==> src/rtl/hour_counter_12_24.sv <==
`default_nettype none
// ============================================================================
// Module      : hour_counter_12_24
// Description : BCD 24 h hour counter with 12/24 h display, AM/PM flag,
//               edge-triggered manual set with auto-repeat and day pulse.
// Revision    : 1.0 - initial release
// ============================================================================
module hour_counter_12_24 #(
    parameter int REPEAT_DELAY  = 25000000,
    parameter int REPEAT_PERIOD = 5000000,
    parameter int RESET_HOUR    = 0,
    parameter int TMR_W         = 25
) (
    input  logic       clk,
    input  logic       rst_n,
    input  logic       en_h,
    input  logic       up,
    input  logic       down,
    input  logic       mode_24,
    output logic [1:0] hour_ten,
    output logic [3:0] hour_unit,
    output logic [1:0] disp_ten,
    output logic [3:0] disp_unit,
    output logic       pm,
    output logic       pulse_day,
    output logic       set_active
);

    localparam logic [1:0]       c_RST_TEN    = 2'(RESET_HOUR / 10);
    localparam logic [3:0]       c_RST_UNIT   = 4'(RESET_HOUR % 10);
    localparam logic [TMR_W-1:0] c_DELAY_LAST = TMR_W'(REPEAT_DELAY - 1);
    localparam logic [TMR_W-1:0] c_PER_LAST   = TMR_W'(REPEAT_PERIOD - 1);
    localparam logic [TMR_W-1:0] c_TMR_ONE    = TMR_W'(1);

    typedef enum logic [1:0] {
        S_IDLE   = 2'd0,
        S_DELAY  = 2'd1,
        S_REPEAT = 2'd2
    } state_t;

    state_t           r_state;
    state_t           w_state_nxt;
    logic [TMR_W-1:0] r_tmr;
    logic [TMR_W-1:0] w_tmr_nxt;
    logic             r_dir_up;
    logic             w_dir_nxt;
    logic             r_req_up_d;
    logic             r_req_dn_d;
    logic             w_clr_hist;
    logic [1:0]       r_hour_ten;
    logic [3:0]       r_hour_unit;
    logic             r_pulse_day;

    logic w_req_up;
    logic w_req_dn;
    logic w_edge_up;
    logic w_edge_dn;
    logic w_hold;
    logic w_step_up;
    logic w_step_dn;

    logic [1:0] w_inc_ten;
    logic [3:0] w_inc_unit;
    logic [1:0] w_dec_ten;
    logic [3:0] w_dec_unit;

    assign w_req_up  = up & ~down;
    assign w_req_dn  = down & ~up;
    assign w_edge_up = w_req_up & ~r_req_up_d;
    assign w_edge_dn = w_req_dn & ~r_req_dn_d;
    assign w_hold    = r_dir_up ? w_req_up : w_req_dn;

    // Set FSM: first step on the press edge, then delay, then periodic repeat.
    always_comb begin
        w_state_nxt = r_state;
        w_tmr_nxt   = r_tmr;
        w_dir_nxt   = r_dir_up;
        w_step_up   = 1'b0;
        w_step_dn   = 1'b0;
        w_clr_hist  = 1'b0;
        case (r_state)
            S_IDLE: begin
                if (w_edge_up || w_edge_dn) begin
                    w_step_up   = w_edge_up;
                    w_step_dn   = w_edge_dn;
                    w_dir_nxt   = w_edge_up;
                    w_tmr_nxt   = '0;
                    w_state_nxt = S_DELAY;
                end
            end
            S_DELAY, S_REPEAT: begin
                if (!w_hold) begin
                    // Forget history so a reversed direction re-arms as a fresh edge.
                    w_clr_hist  = 1'b1;
                    w_tmr_nxt   = '0;
                    w_state_nxt = S_IDLE;
                end else if (r_tmr == ((r_state == S_DELAY) ? c_DELAY_LAST : c_PER_LAST)) begin
                    w_step_up   = r_dir_up;
                    w_step_dn   = ~r_dir_up;
                    w_tmr_nxt   = '0;
                    w_state_nxt = S_REPEAT;
                end else begin
                    w_tmr_nxt   = r_tmr + c_TMR_ONE;
                end
            end
            default: begin
                w_tmr_nxt   = '0;
                w_state_nxt = S_IDLE;
            end
        endcase
    end

    always_comb begin
        w_inc_ten  = r_hour_ten;
        w_inc_unit = r_hour_unit + 4'd1;
        if (r_hour_ten == 2'd2 && r_hour_unit == 4'd3) begin
            w_inc_ten  = 2'd0;
            w_inc_unit = 4'd0;
        end else if (r_hour_unit == 4'd9) begin
            w_inc_ten  = r_hour_ten + 2'd1;
            w_inc_unit = 4'd0;
        end
    end

    always_comb begin
        w_dec_ten  = r_hour_ten;
        w_dec_unit = r_hour_unit - 4'd1;
        if (r_hour_ten == 2'd0 && r_hour_unit == 4'd0) begin
            w_dec_ten  = 2'd2;
            w_dec_unit = 4'd3;
        end else if (r_hour_unit == 4'd0) begin
            w_dec_ten  = r_hour_ten - 2'd1;
            w_dec_unit = 4'd9;
        end
    end

    always_ff @(posedge clk or negedge rst_n) begin
        if (!rst_n) begin
            r_state     <= S_IDLE;
            r_tmr       <= '0;
            r_dir_up    <= 1'b0;
            r_req_up_d  <= 1'b0;
            r_req_dn_d  <= 1'b0;
            r_hour_ten  <= c_RST_TEN;
            r_hour_unit <= c_RST_UNIT;
            r_pulse_day <= 1'b0;
        end else begin
            r_state     <= w_state_nxt;
            r_tmr       <= w_tmr_nxt;
            r_dir_up    <= w_dir_nxt;
            r_req_up_d  <= w_req_up & ~w_clr_hist;
            r_req_dn_d  <= w_req_dn & ~w_clr_hist;
            r_pulse_day <= en_h && (r_hour_ten == 2'd2) && (r_hour_unit == 4'd3);
            // The minute-stage strobe wins; a coincident manual step is dropped.
            if (en_h || w_step_up) begin
                r_hour_ten  <= w_inc_ten;
                r_hour_unit <= w_inc_unit;
            end else if (w_step_dn) begin
                r_hour_ten  <= w_dec_ten;
                r_hour_unit <= w_dec_unit;
            end
        end
    end

    always_comb begin
        disp_ten  = r_hour_ten;
        disp_unit = r_hour_unit;
        if (!mode_24) begin
            if (r_hour_ten == 2'd0 && r_hour_unit == 4'd0) begin
                disp_ten  = 2'd1;
                disp_unit = 4'd2;
            end else if (r_hour_ten == 2'd1 && r_hour_unit > 4'd2) begin
                disp_ten  = 2'd0;
                disp_unit = r_hour_unit - 4'd2;
            end else if (r_hour_ten == 2'd2 && r_hour_unit < 4'd2) begin
                disp_ten  = 2'd0;
                disp_unit = r_hour_unit + 4'd8;
            end else if (r_hour_ten == 2'd2) begin
                disp_ten  = 2'd1;
                disp_unit = r_hour_unit - 4'd2;
            end
        end
    end

    assign pm         = (r_hour_ten == 2'd2) || (r_hour_ten == 2'd1 && r_hour_unit >= 4'd2);
    assign hour_ten   = r_hour_ten;
    assign hour_unit  = r_hour_unit;
    assign pulse_day  = r_pulse_day;
    assign set_active = w_req_up | w_req_dn;

endmodule
`default_nettype wire

==> config.mk <==
export PLATFORM = sky130hd
export DESIGN_NAME = hour_counter_12_24
export DESIGN_NICKNAME = d
export VERILOG_FILES = /design/src/rtl/hour_counter_12_24.sv
export SDC_FILE = /design/constraint.sdc
export NUM_CORES = 1
export LEC_CHECK = 0
export CAP_MARGIN = 25
export CORE_UTILIZATION = 40
export DETAILED_ROUTE_END_ITERATION = 8
export MAX_ROUTING_LAYER = met4
export PLACE_DENSITY = 0.64
export SYNTH_ARGS = -nofsm -noshare
export SYNTH_HDL_FRONTEND = slang
export SYNTH_SLANG_ARGS = --single-unit
==> constraint.sdc <==
create_clock -name clk -period 2.75 [get_ports clk]
set_clock_uncertainty 0.2 [all_clocks]
set_input_delay 0.6875 -clock clk [delete_from_list [all_inputs] [get_ports clk]]
set_output_delay 0.6875 -clock clk [all_outputs]
set_load 0.1 [all_outputs]
# ---- After elaboration in Yosys (flattened, before gate mapping)
# Cells that the tools add are included.
# Widths: inputs -> output; s select.
dict set report totals {
  ff_bits 37
  in_bits 6
  out_inout_bits 15
  wordCells 102
}
dict set report op_classes {
  n_addsub 7
  n_lt_le_gt_ge 3
  eq_ne 10
  muxes 42
  n_bitwise 13
  reduce_logical 19
}
# op n
set op_table {}
lappend op_table {{$mux 25} 4}
lappend op_table {{$pmux 25 s2} 1}
lappend op_table {{$mux 4} 11}
lappend op_table {{$mux 2} 14}
lappend op_table {{$add 25x1->25 const B} 1}
lappend op_table {{$eq 25x25->1} 1}
lappend op_table {{$mux 1} 9}
lappend op_table {{$logic_and 1x1->1} 7}
lappend op_table {{$and 1x1->1} 6}
lappend op_table {{$ne 3x3->1 const B} 2}
lappend op_table {{$not 1->1} 6}
lappend op_table {{$add 4x1->4 const B} 1}
lappend op_table {{$add 4x4->4 const B} 1}
lappend op_table {{$eq 2x1->1 const B} 2}
lappend op_table {{$eq 2x2->1 const B} 2}
lappend op_table {{$eq 4x2->1 const B} 1}
lappend op_table {{$eq 4x4->1 const B} 1}
lappend op_table {{$ge 4x2->1 const B} 1}
lappend op_table {{$gt 4x2->1 const B} 1}
lappend op_table {{$logic_not 2->1} 2}
lappend op_table {{$logic_not 4->1} 1}
lappend op_table {{$lt 4x2->1 const B} 1}
lappend op_table {{$pmux 1 s2} 2}
lappend op_table {{$pmux 2 s2} 1}
lappend op_table {{12 further kinds} 15}

# ---- Longest topological paths before layout
dict set report depth {
  word_depth 9
  depth_mapped 9
  mapped_depth_nobuf 8
}

# ---- Worst setup path before layout
# No wires, ideal clock.
dict set report synth_timing {
  path_kind {register -> output}
  start {register r_hour_unit[3] (netlist: hour_unit[3])}
  end {output port disp_ten[0]}
  arrival_time_ns 3.859
  slack_ns -1.996
  path_stages_with_launch 7
  n_path_buf 1
  path_cell_list {dfrtp_1 clkbuf_1 nor2_1 nand2_1 nand2_1 o21a_1 o21ai_0}
}
dict set report synth_between {
  elab_chain_cells 6
  elab_cells_between_ends 10
}
# element line
set synth_rtl {}
lappend synth_rtl {{start, declared} 51} ;# logic [3:0] r_hour_unit;
lappend synth_rtl {{start signal, assigned} 145} ;# r_hour_unit <= c_RST_UNIT;
lappend synth_rtl {{start signal, assigned} 157} ;# r_hour_unit <= w_inc_unit;
lappend synth_rtl {{start signal, assigned} 160} ;# r_hour_unit <= w_dec_unit;
lappend synth_rtl {{$lt 4x2->1} 175} ;# end else if (r_hour_ten == 2'd2 && r_hour_unit < 4'd2) begin
lappend synth_rtl {{$logic_and 1x1->1} 175}
lappend synth_rtl {{$mux 2} 175}
lappend synth_rtl {{$mux 2} 172} ;# end else if (r_hour_ten == 2'd1 && r_hour_unit > 4'd2) begin
lappend synth_rtl {{$mux 2 (*)} 169} ;# if (r_hour_ten == 2'd0 && r_hour_unit == 4'd0) begin
lappend synth_rtl {{$mux 2 (*)} 168} ;# if (!mode_24) begin
lappend synth_rtl {{end, declared} 22} ;# output logic [1:0] disp_ten,
# Every way passes the cells marked *; elsewhere a longest branch is shown, timed or not.

# ---- Final worst setup path
dict set report layout_timing {
  start {register r_hour_unit[1] (netlist: hour_unit[1])}
  end {output port disp_unit[2]}
}
dict set report layout_between {
  elab_chain_cells 6
  elab_cells_between_ends 13
}
# element line
set layout_rtl {}
lappend layout_rtl {{$sub 4x2->4 or $lt 4x2->1 (tied branches)} {174, 180, 175}}
lappend layout_rtl {{$mux 4 or $logic_and 1x1->1 (tied branches)} {178, 175}}
lappend layout_rtl {{$mux 4} 175}
lappend layout_rtl {{$mux 4} 172}
lappend layout_rtl {{$mux 4 (*)} 169}
lappend layout_rtl {{$mux 4 (*)} 168}
lappend layout_rtl {{end, declared} 23} ;# output logic [3:0] disp_unit,
# Marks and branches as above.

==> results.md <==
- Highest clock frequency the design can meet: 0.3492 GHz
- Critical Path Max Stage Delay: 0.50 ns
- Number of failing hold endpoints at the final stage: 0
- Number of clock buffers inserted by TritonCTS: 5
- Type of the most critical hold path: in2async
- Final setup vio count: 4
- Violated checks: negative setup slack
- Max-capacitance violation count: 0
- Ratio of total power to cell area: 1134 mW/mm^2
- Fraction of the yosys area taken by sequential cells: 36.98%
- CP Data Arrival Time: 1.98 ns
- Leak Pwr: 1.491 nW
- Most used standard cells in the synthesized netlist: sky130_fd_sc_hd__dfrtp_1, sky130_fd_sc_hd__nor2_1, sky130_fd_sc_hd__nand2_1
- Maximum buffer depth of the clock tree: 2
- Dominant cells by area after synthesis: sky130_fd_sc_hd__dfrtp_1, sky130_fd_sc_hd__ha_1, sky130_fd_sc_hd__nor2_1
- DR vias/cell: 5.398
- Die W: 81.12 um
- Number of storage elements in the synthesis netlist: 37
- CP max FO: 3
- Element type at the critical path end: output port
- TritonCTS Sinks: 37
- Worst path bufs/invs: 2
- Detail Route Antenna Nets: 0
- Pin count of the biggest net entering global routing: 22
- Net Count, Synth: 304
- Overall via count from detail_route: 2224
- Post-synthesis cell count: 281
- Clock latency on the worst-skew pair: 0.29 ns
- Status: finished, violations left
- Cell with the biggest individual delay on the critical path: sky130_fd_sc_hd__dfrtp_4
- DRC violation count after routing: 0
- Slew @ Worst Pin: 0.5078 ns
- DP Worst Slack: -0.2248 ns
- Syn-to-layout area delta: 37.03%
- Count of different cell masters after synthesis: 54
- Via count of the first global-routing pass: 2054
- Number of nets at the end of the flow: 359
- Global-route wire length before repair: 9.977 mm
- WS Path Type: reg2out
- Top flip-flop cell by instance count after synthesis: sky130_fd_sc_hd__dfrtp_1
- Cell taking the most area after synthesis: sky130_fd_sc_hd__dfrtp_1
- Required time of the worst setup path: 1.86 ns
- N_diodes: 0
- Die footprint: 0.006580 sq mm
- Top cell type's share of synthesized area: 36.98%
- Setup repair after global routing missed its margin: true
- Worst Reg2Reg Path Length in Cells: 8
- Overall power: 3.892 mW
- Congestion Overflow GR: 0
- Max transition margin: 66.15%
- Io pins: 21
- Number of warning messages in the yosys log: 0
- Floorplan core area: 0.005991 sq mm
- Clock Tree Root: sky130_fd_sc_hd__clkbuf_8
- Final TNS setup: -0.3990 ns
- Time the final worst path needs with I/O delays and setup: 2.864 ns
- Fraction of layout instances using a drive strength above 1: 30.86%
- Estimated wirelength of the detail-placed design: 4.502 mm
- Utilization after layout: 57.27%
- Top-count cell post-synth: sky130_fd_sc_hd__dfrtp_1
- Wirelength, routed: 6.136 mm
- Asr flop ratio synth: 100.0%
- Clock-pin transition on the worst setup and hold timing paths: 0.08 ns
- Count of buffers from port buffering: 20
- First-pass DRT Iterations: 4
- Final Max Slew Viols: 0
- Mapped Area: 0.002504 sq mm
- Post-cts hold buffer count: 0
- Gpl congestion: 0.8733
- Worst VDD drop: 1.447 mV
- PnR worst setup slack: -0.1136 ns
- Average footprint of a synthesized cell: 8.910 sq um
- EDFF count, synth: 0
- Chain of cells forming the critical path: ha_4 > nand2b_4 > a21boi_4 > buf_6 > o21ai_2 > nand2_1 > o41ai_2 > a22o_4 > buf_12
- Critical Path Source Type: flop
- Starting DRT DRC Count: 176
- Kind of cell adding the most delay to the critical path: compound AO/OA/AOI/OAI gates
- Logic depth of the worst setup path including buffers: 9
- Part of the cycle the worst path needs: 104.1%
- CTS tree: yes
- Initial Util: 41.79%
- Die height: 81.12 um
- Tot GR Track Use: 20.81%
- Number of core rows: 28
- Number of antenna violations at the first check in global routing: 0
- Count of H-tree levels built during CTS: 2
- Filler Cells Inserted: 501
- Routed wire length per instance: 14.89 um
==> final cells by class <==
type                    count  area [sq um]  share of cell area [%]
multi-input cells         218          1657                   48.29
flip-flops and latches     37         945.9                   27.57
repair buffers             57         551.8                   16.08
well taps                  75         93.84                   2.735
clock buffers               7         86.33                   2.516
inverters                  17         66.31                   1.933
clock inverters             1         30.03                  0.8753
==> layer usage <==
layer  routed length, um  vias to the layer above  GRT usage (%)
li1                    -                     1102              -
met1                2926                     1058          28.00
met2                2850                       54          31.51
met3                 249                       10          3.596
met4                 109                        0          7.143
met5                   0                        -              -
==> final timing paths <==
check / start / endpoint / slack (ns)
min: rst_n / r_tmr[18]$_DFFE_PN0P_ / 0.16
min reg2reg: r_state[1]$_DFFE_PN0P_ / r_state[1]$_DFFE_PN0P_ / 0.32
min in group clk: r_state[1]$_DFFE_PN0P_ / r_state[1]$_DFFE_PN0P_ / 0.32
max: hour_unit[1]$_DFFE_PN0P_ / disp_unit[2] / -0.11
max reg2reg: r_state[0]$_DFFE_PN0P_ / hour_unit[2]$_DFFE_PN0P_ / 0.09
max in group asynchronous: rst_n / r_tmr[10]$_DFFE_PN0P_ / 1.57
==> sequential cells by signal (all words and copies together), names as in the netlist <==
register / flops
pulse_day: 1
r_tmr: 25
r_dir_up: 1
r_req_up_d: 1
hour_ten: 2
hour_unit: 4
r_state: 2
r_req_dn_d: 1
==> cell usage in the layout (no fill, tap or decap), types with 3 or more instances in the layout <==
cell type                         count
sky130_fd_sc_hd__nand2b_1             5
sky130_fd_sc_hd__and3_1               5
sky130_fd_sc_hd__o21ai_4              3
sky130_fd_sc_hd__buf_4               42
sky130_fd_sc_hd__nand4b_1             4
sky130_fd_sc_hd__and2_1               4
sky130_fd_sc_hd__ha_1                13
sky130_fd_sc_hd__nand3_1             13
sky130_fd_sc_hd__nor2_2               4
sky130_fd_sc_hd__o21ai_1              3
sky130_fd_sc_hd__or3_1                3
sky130_fd_sc_hd__nor2_1              26
sky130_fd_sc_hd__mux2i_1              3
sky130_fd_sc_hd__clkdlybuf4s50_1      4
sky130_fd_sc_hd__buf_12               9
sky130_fd_sc_hd__dfrtp_4              5
sky130_fd_sc_hd__o211ai_1             4
sky130_fd_sc_hd__nand4_1              9
sky130_fd_sc_hd__a21oi_1              4
sky130_fd_sc_hd__nor3_1               5
sky130_fd_sc_hd__a31oi_1              4
sky130_fd_sc_hd__clkbuf_8             6
sky130_fd_sc_hd__xnor2_1              7
sky130_fd_sc_hd__o21ai_0              9
sky130_fd_sc_hd__inv_1               15
sky130_fd_sc_hd__dfrtp_1             31
sky130_fd_sc_hd__nand2_1             25
sky130_fd_sc_hd__xor2_1              13
==> stage by stage <==
step                      instances  hold slack (ns)  cell area [sq um]
after floorplan                 281           0.1919               2613
after global placement          400           0.3107               3187
after detailed placement        400           0.3123               3187
after CTS                       410           0.1738               3337
after global routing            412           0.1912               3431
final                           412           0.1558               3431
==> report_power, final <==
part / leakage, nW / total, mW / switching [mW] / internal (mW)
sequential: 0.492 / 0.743 / 0.0967 / 0.647
combinational: 0.941 / 2.65 / 1.68 / 0.968
clock: 0.0585 / 0.500 / 0.204 / 0.296
==> cells by family after synthesis <==
| group | synth area share [%] |
|---|---|
| AND/OR/NAND/NOR | 25.49 |
| AO/OA/AOI/OAI | 14.89 |
| adder cells (fa/ha/maj) | 8.496 |
| flip-flops | 36.98 |
| XOR/XNOR | 6.997 |
| multiplexers | 3.148 |
| buffers and inverters | 3.998 |
==> repair_timing <==
action,CTS,global route
buffers inserted,2,2
resized for setup,6,17
pin swaps,6,8
hold endpoints to repair,0,0
setup endpoints to repair,6,32
gates cloned,0,0
No activity file was read; power rests on OpenSTA's default activity.
